--- src/rtl/seg7_pkg.sv ---
// Shared definitions for the count display scanner: active-low display constants,
// step-direction encodings and the hex-to-seven-segment table.
package seg7_pkg;

    localparam logic [6:0] SEG_BLANK = 7'h7F;
    localparam logic [3:0] AN_OFF    = 4'hF;

    typedef enum logic [1:0] {
        DIR_NONE = 2'b00,
        DIR_UP   = 2'b01,
        DIR_DOWN = 2'b10,
        DIR_JUMP = 2'b11
    } dir_t;

    // Active-low {g,f,e,d,c,b,a}; entry 15 is leftmost, entry 0 rightmost.
    localparam logic [15:0][6:0] SEG_TABLE = '{
        7'h0E, 7'h06, 7'h21, 7'h46, 7'h03, 7'h08, 7'h10, 7'h00,
        7'h78, 7'h02, 7'h12, 7'h19, 7'h30, 7'h24, 7'h79, 7'h40
    };

endpackage

--- src/rtl/hex_to_seg7.sv ---
// Combinational 4-bit hex digit to active-low seven-segment pattern.
module hex_to_seg7
    import seg7_pkg::*;
(
    input  logic [3:0] digit,
    output logic [6:0] seg
);

    assign seg = SEG_TABLE[digit];

endmodule

--- src/rtl/count_display_scanner.sv ---
// Captures distinct counter values into a 4-deep history, classifies each step,
// and scans the history onto a 4-digit common-anode seven-segment display.
module count_display_scanner
    import seg7_pkg::*;
#(
    parameter int REFRESH_DIV = 100000,
    parameter int CNT_W       = 20
) (
    input  logic       Clk,
    input  logic       reset,
    input  logic       en,
    input  logic [3:0] count,
    output logic [3:0] an,
    output logic [6:0] seg,
    output logic       dp,
    output logic [1:0] dir,
    output logic       new_val
);

    logic [3:0][3:0] hist;
    logic [3:0]      last;
    logic            valid;
    dir_t            dir_q;
    dir_t            next_dir;
    logic [3:0]      delta;
    logic            capture;

    logic [CNT_W-1:0] divider;
    logic [1:0]       digit_idx;
    logic             lit;
    logic             tick;
    logic [3:0]       cur_digit;
    logic [6:0]       seg_dec;

    assign capture = en && (!valid || count != last);
    assign delta   = count - last;

    // NOTE: every variable gets a default before the ifs, so no latch is inferred.
    always_comb begin
        next_dir = DIR_JUMP;
        if (!valid)
            next_dir = DIR_NONE;
        else if (delta == 4'd1)
            next_dir = DIR_UP;
        else if (delta == 4'd15)
            next_dir = DIR_DOWN;
    end

    // NOTE: the history is a handful of flops, not a RAM, so it is cleared by reset.
    always_ff @(posedge Clk or posedge reset) begin
        if (reset) begin
            hist    <= '0;
            last    <= '0;
            valid   <= 1'b0;
            dir_q   <= DIR_NONE;
            new_val <= 1'b0;
        end else begin
            // NOTE: non-blocking assignments so every register sees pre-edge values.
            new_val <= capture;
            if (capture) begin
                hist  <= {hist[2:0], count};
                last  <= count;
                valid <= 1'b1;
                dir_q <= next_dir;
            end
        end
    end

    assign dir = dir_q;

    assign tick      = (divider == CNT_W'(REFRESH_DIV - 1));
    assign cur_digit = hist[digit_idx];

    hex_to_seg7 u_hex_to_seg7 (
        .digit (cur_digit),
        .seg   (seg_dec)
    );

    // The first tick after reset only lights digit 0; later ticks advance the scan.
    always_ff @(posedge Clk or posedge reset) begin
        if (reset) begin
            divider   <= '0;
            digit_idx <= '0;
            lit       <= 1'b0;
            an        <= AN_OFF;
            seg       <= SEG_BLANK;
            dp        <= 1'b1;
        end else begin
            divider <= tick ? '0 : divider + CNT_W'(1);
            if (tick) begin
                if (!lit)
                    lit <= 1'b1;
                else
                    digit_idx <= digit_idx + 2'd1;
            end
            an  <= lit ? ~(4'b0001 << digit_idx) : AN_OFF;
            seg <= lit ? seg_dec : SEG_BLANK;
            dp  <= !(lit && digit_idx == 2'd0 && dir_q == DIR_DOWN);
        end
    end

endmodule

--- config.mk ---
export PLATFORM = sky130hd
export DESIGN_NAME = count_display_scanner
export DESIGN_NICKNAME = d
export VERILOG_FILES = /design/src/rtl/seg7_pkg.sv /design/src/rtl/hex_to_seg7.sv /design/src/rtl/count_display_scanner.sv
export SDC_FILE = /design/constraint.sdc
export NUM_CORES = 1
export LEC_CHECK = 0
export CAP_MARGIN = 20
export CORE_MARGIN = 2
export CORE_UTILIZATION = 40
export CTS_CLUSTER_DIAMETER = 100
export DETAILED_ROUTE_END_ITERATION = 7
export PLACE_DENSITY_LB_ADDON = 0.25
export SYNTH_ARGS = -nofsm -noshare
export SYNTH_HDL_FRONTEND = slang
export SYNTH_SLANG_ARGS = --single-unit
--- constraint.sdc ---
create_clock -name Clk -period 2.1 [get_ports Clk]
set_input_delay 0.63 -clock Clk [delete_from_list [all_inputs] [get_ports Clk]]
set_output_delay 0.63 -clock Clk [all_outputs]
set_load 0.05 [all_outputs]
==> results of run 1 <==
metal layers:
metal  track usage  vias up  part of all wire
li1              -      854                 -
met1         0.187      848              0.52
met2         0.192       23              0.44
met3        0.0289        4             0.031
met4        0.0433        0             0.012
met5             0        -                 0
critical path: cells and delay by family:
kind            cells  cell delay (ns)
buf+inv             2             0.58
mux                 1             0.33
fa+ha+maj           1             0.30
compound gates      1             0.25
simple gates        1             0.13
power by group through the flow:
stage          registers [mW]  clock network (mW)  logic [mW]
3_3_place_gp             1.22                   0       0.366
4_1_cts                  1.20               0.767       0.376
3_5_place_dp             1.22                   0       0.375
2_1_floorplan            1.23                   0       0.260
5_1_grt                  1.21               0.809       0.457
6_report                 1.20               0.738       0.411
sequential cells by signal (all words and copies together) (netlist names):
| register | cells |
|---|---|
| last | 4 |
| divider | 20 |
| digit_idx | 2 |
| valid | 1 |
| dir | 2 |
| lit | 1 |
| hist | 12 |
| new_val | 1 |
| seg | 7 |
| an | 4 |
| dp | 1 |
area by class of cell:
type                    instances  area, um^2  area share
clock buffers                   6        82.6      0.0260
clock inverters                 2        38.8      0.0122
inverters                      12        45.0      0.0142
multi-input cells             156        1240       0.390
flip-flops and latches         55        1390       0.438
well taps                      77        96.3      0.0303
repair buffers                 32         282      0.0887
what timing repair did:
item                                   in CTS  in global routing
gates resized for setup                     0                 18
endpoints found under the hold margin       0                  0
setup endpoints to repair                   0                 11
setup buffers                               0                  0
placed cells by master (no fill, tap or decap), types with 3 or more instances in the layout:
master           netlist  layout
nand3_1               10      10
nor3_1                 3       3
xnor2_1               13      12
mux2_4                 1       3
clkbuf_8               0       6
dfrtp_1               43      43
nand2_1               21      21
a21oi_1                4       4
buf_4                  0      21
nand4_1                8       8
dfstp_2               12      12
mux4_2                 2       3
and3_1                 4       4
ha_1                  14      13
mux2_2                12      10
buf_6                  2       3
o211ai_1               3       3
clkdlybuf4s50_1        0       4
inv_1                 12      10
nor2_1                16      16
o21ai_1                2       3
o21ai_0                7       5
xor2_1                 9       9
worst max-delay path by stage:
stage | from | to | slack [ns] | depth (start not counted)
after floorplan | count[0] | hist[11] | 0.09 | 6
final | count[1] | hist[9] | 0.08 | 6
after detailed placement | count[0] | dir[0] | -0.33 | 7
after CTS | count[0] | dir[0] | 0.01 | 7
after global routing | count[1] | hist[14] | 0.02 | 6
after global placement | count[0] | dir[0] | -0.28 | 7
logic make-up after synthesis:
group,share of synthesized area
buf+inv,0.0336
simple gates,0.150
fa+ha+maj,0.0729
compound gates,0.0556
xor+xnor,0.0720
mux,0.0963
flops,0.520
==> results.json, run 1 <==
{
  "run_status": "finished, final reports clean",
  "synthMostInstantiatedCell": "dfrtp_1",
  "post-route-util": 0.494,
  "htreeDepth": 2,
  "synth_seq_cells": 55,
  "synth-edff-count": 0,
  "chipWidth_um": 85.8,
  "layout.cells.non_filler": 340,
  "reg_to_reg_critical_path_endpoint": "seg[6]",
  "power-per-cell-area_nw_per_um2": 740,
  "netlist_area_um2": 2680,
  "wl_per_cell_um": 13.3,
  "grt_util_all_layers": 0.129,
  "start_kind": "primary input",
  "grt_start_max_net_pins": 45,
  "combPwrFrac": 0.175,
  "crit_path_top_delay_cell": "clkdlybuf4s50_1",
  "synthDominantCellAreaShare": 0.402,
  "tritoncts": "built",
  "first_pass_grt_wire_length_mm": 7.58,
  "seq_total_area_yosys": 0.520,
  "hold_depth": 1,
  "fp.dieH_um": 85.8,
  "flow.area_growth_from_synthesis_pct": 18.6,
  "core.rowCount": 29,
  "ctsLongestPathBuffers": 2,
  "power.share.clock": 0.314,
  "dpl-instance-area_um2": 2980,
  "route.antenna.remaining_nets": 0,
  "path_cells": "clkdlybuf4s50_1 > ha_1 > nand4_1 > o21ai_4 > buf_6 > mux2_2",
  "syn-mean-instance-area_um2": 11.6,
  "setup.worst_path.class": "primary input to flip-flop",
  "power_switching_share": 0.258,
  "worst-r2r-setup-slack_ns": 0.21,
  "drive_above_1_share": 0.285,
  "yosys_warnings": 0,
  "finalSetupViolations": 0,
  "avgViaCountPerCell": 5.09,
  "drc": 0,
  "critical_path.endpoint_type": "flip-flop",
  "numPlacedInstances": 330,
  "p_int_mw": 1.74,
  "timing.hold.ws_ns": 0.481,
  "number_of_i_o_port_buffers": 21,
  "setup_repair_after_global_routing_missed_its_margin": "no",
  "timing.final.hold_violations": 0,
  "critical_path.reg2reg.startpoint": "digit_idx[1]",
  "timing.setup.tns_ns": 0,
  "leakagePower_nw": 1.39,
  "globalplace.congestion": 0.773,
  "proportion_of_register_bits_with_asynchronous_set_or_reset_after_synthesis": 1.00,
  "dominant_cells_by_area_after_synthesis": "dfrtp_1 (40%), dfstp_2 (12%), ha_1 (6.5%)",
  "post_synth_inst_count": 230,
  "power.share.sequential": 0.511,
  "timing.fmax_ghz": 0.495,
  "stdcell_area_um2": 3180,
  "number_of_antenna_violations_at_the_first_check_in_global_routing": 0,
  "worst_clock_skew_ns": 0.00675,
  "yosys.area.top_type": "dfrtp_1",
  "drv.max_cap_violation_count": 0,
  "worst_hold_startpoint": "divider[19]",
  "vdd_ir_drop_max_mv": 0.366,
  "worst-endpoint-required_ns": 2.30,
  "globalRoute.totalOverflow": 0,
  "via_count": 1729,
  "holdBufCountCts": 0,
  "detailedRoute.firstIterationViolations": 65,
  "critical_path.max_stage_delay_ns": 0.42,
  "worstHoldEndpoint": "divider[19]",
  "preCtsSetupSlack_ns": -0.327,
  "ctsRootBufferMaster": "clkbuf_8",
  "finalCritPeriodShare": 0.963,
  "worst_ep_arrival_time_ns": 2.22,
  "ioPinCount": 22,
  "hold_class": "flip-flop to flip-flop",
  "switching_power_mw": 0.607,
  "initial_utilization": 0.417,
  "worst_r2r_path_depth": 5,
  "synth_fp_nets": 252,
  "total_power_mw": 2.35,
  "nets": 284,
  "number_of_cts_inserted_buffers": 5,
  "clkTransAtPathRegs_ns": 0.10,
  "insertion_delay_ns": 0.30,
  "cts.sinks": 55,
  "worstMarginPinSlew_ns": 0.441,
  "synthFlopType": "dfrtp_1",
  "dp_wirelength_mm": 3.21,
  "report.final.slew_viol_count": 0,
  "totalWireLength_mm": 4.52,
  "number_of_global_route_vias_before_repair": 1648,
  "diodes": 0,
  "synth_commonest_cells": "dfrtp_1 (43), nand2_1 (21), nor2_1 (16), ha_1 (14), xnor2_1 (13)",
  "synth_cell_types": 44,
  "worst_slack_ns": 0.0787,
  "layout.filler_cells": 615,
  "drt_first_pass_iters": 4,
  "placeableCoreArea_um2": 6420,
  "final_period_minus_worst_setup_slack_ns": 2.02,
  "worst_slew_margin_rel": 0.705,
  "fp.dieArea_um2": 7360,
  "path_max_fanout": 5
}
Note: power is estimated with default switching activity, not from simulation.
==> inputs of run 2 (changes only) <==
--- a/config.mk
+++ b/config.mk
@@ -11,6 +11,7 @@
 export CTS_CLUSTER_DIAMETER = 100
 export DETAILED_ROUTE_END_ITERATION = 7
 export PLACE_DENSITY_LB_ADDON = 0.25
+export SLEW_MARGIN = 20
 export SYNTH_ARGS = -nofsm -noshare
 export SYNTH_HDL_FRONTEND = slang
 export SYNTH_SLANG_ARGS = --single-unit
==> results of run 2 <==
No change in the layout: final DEF, timing and power equal those of run 1.
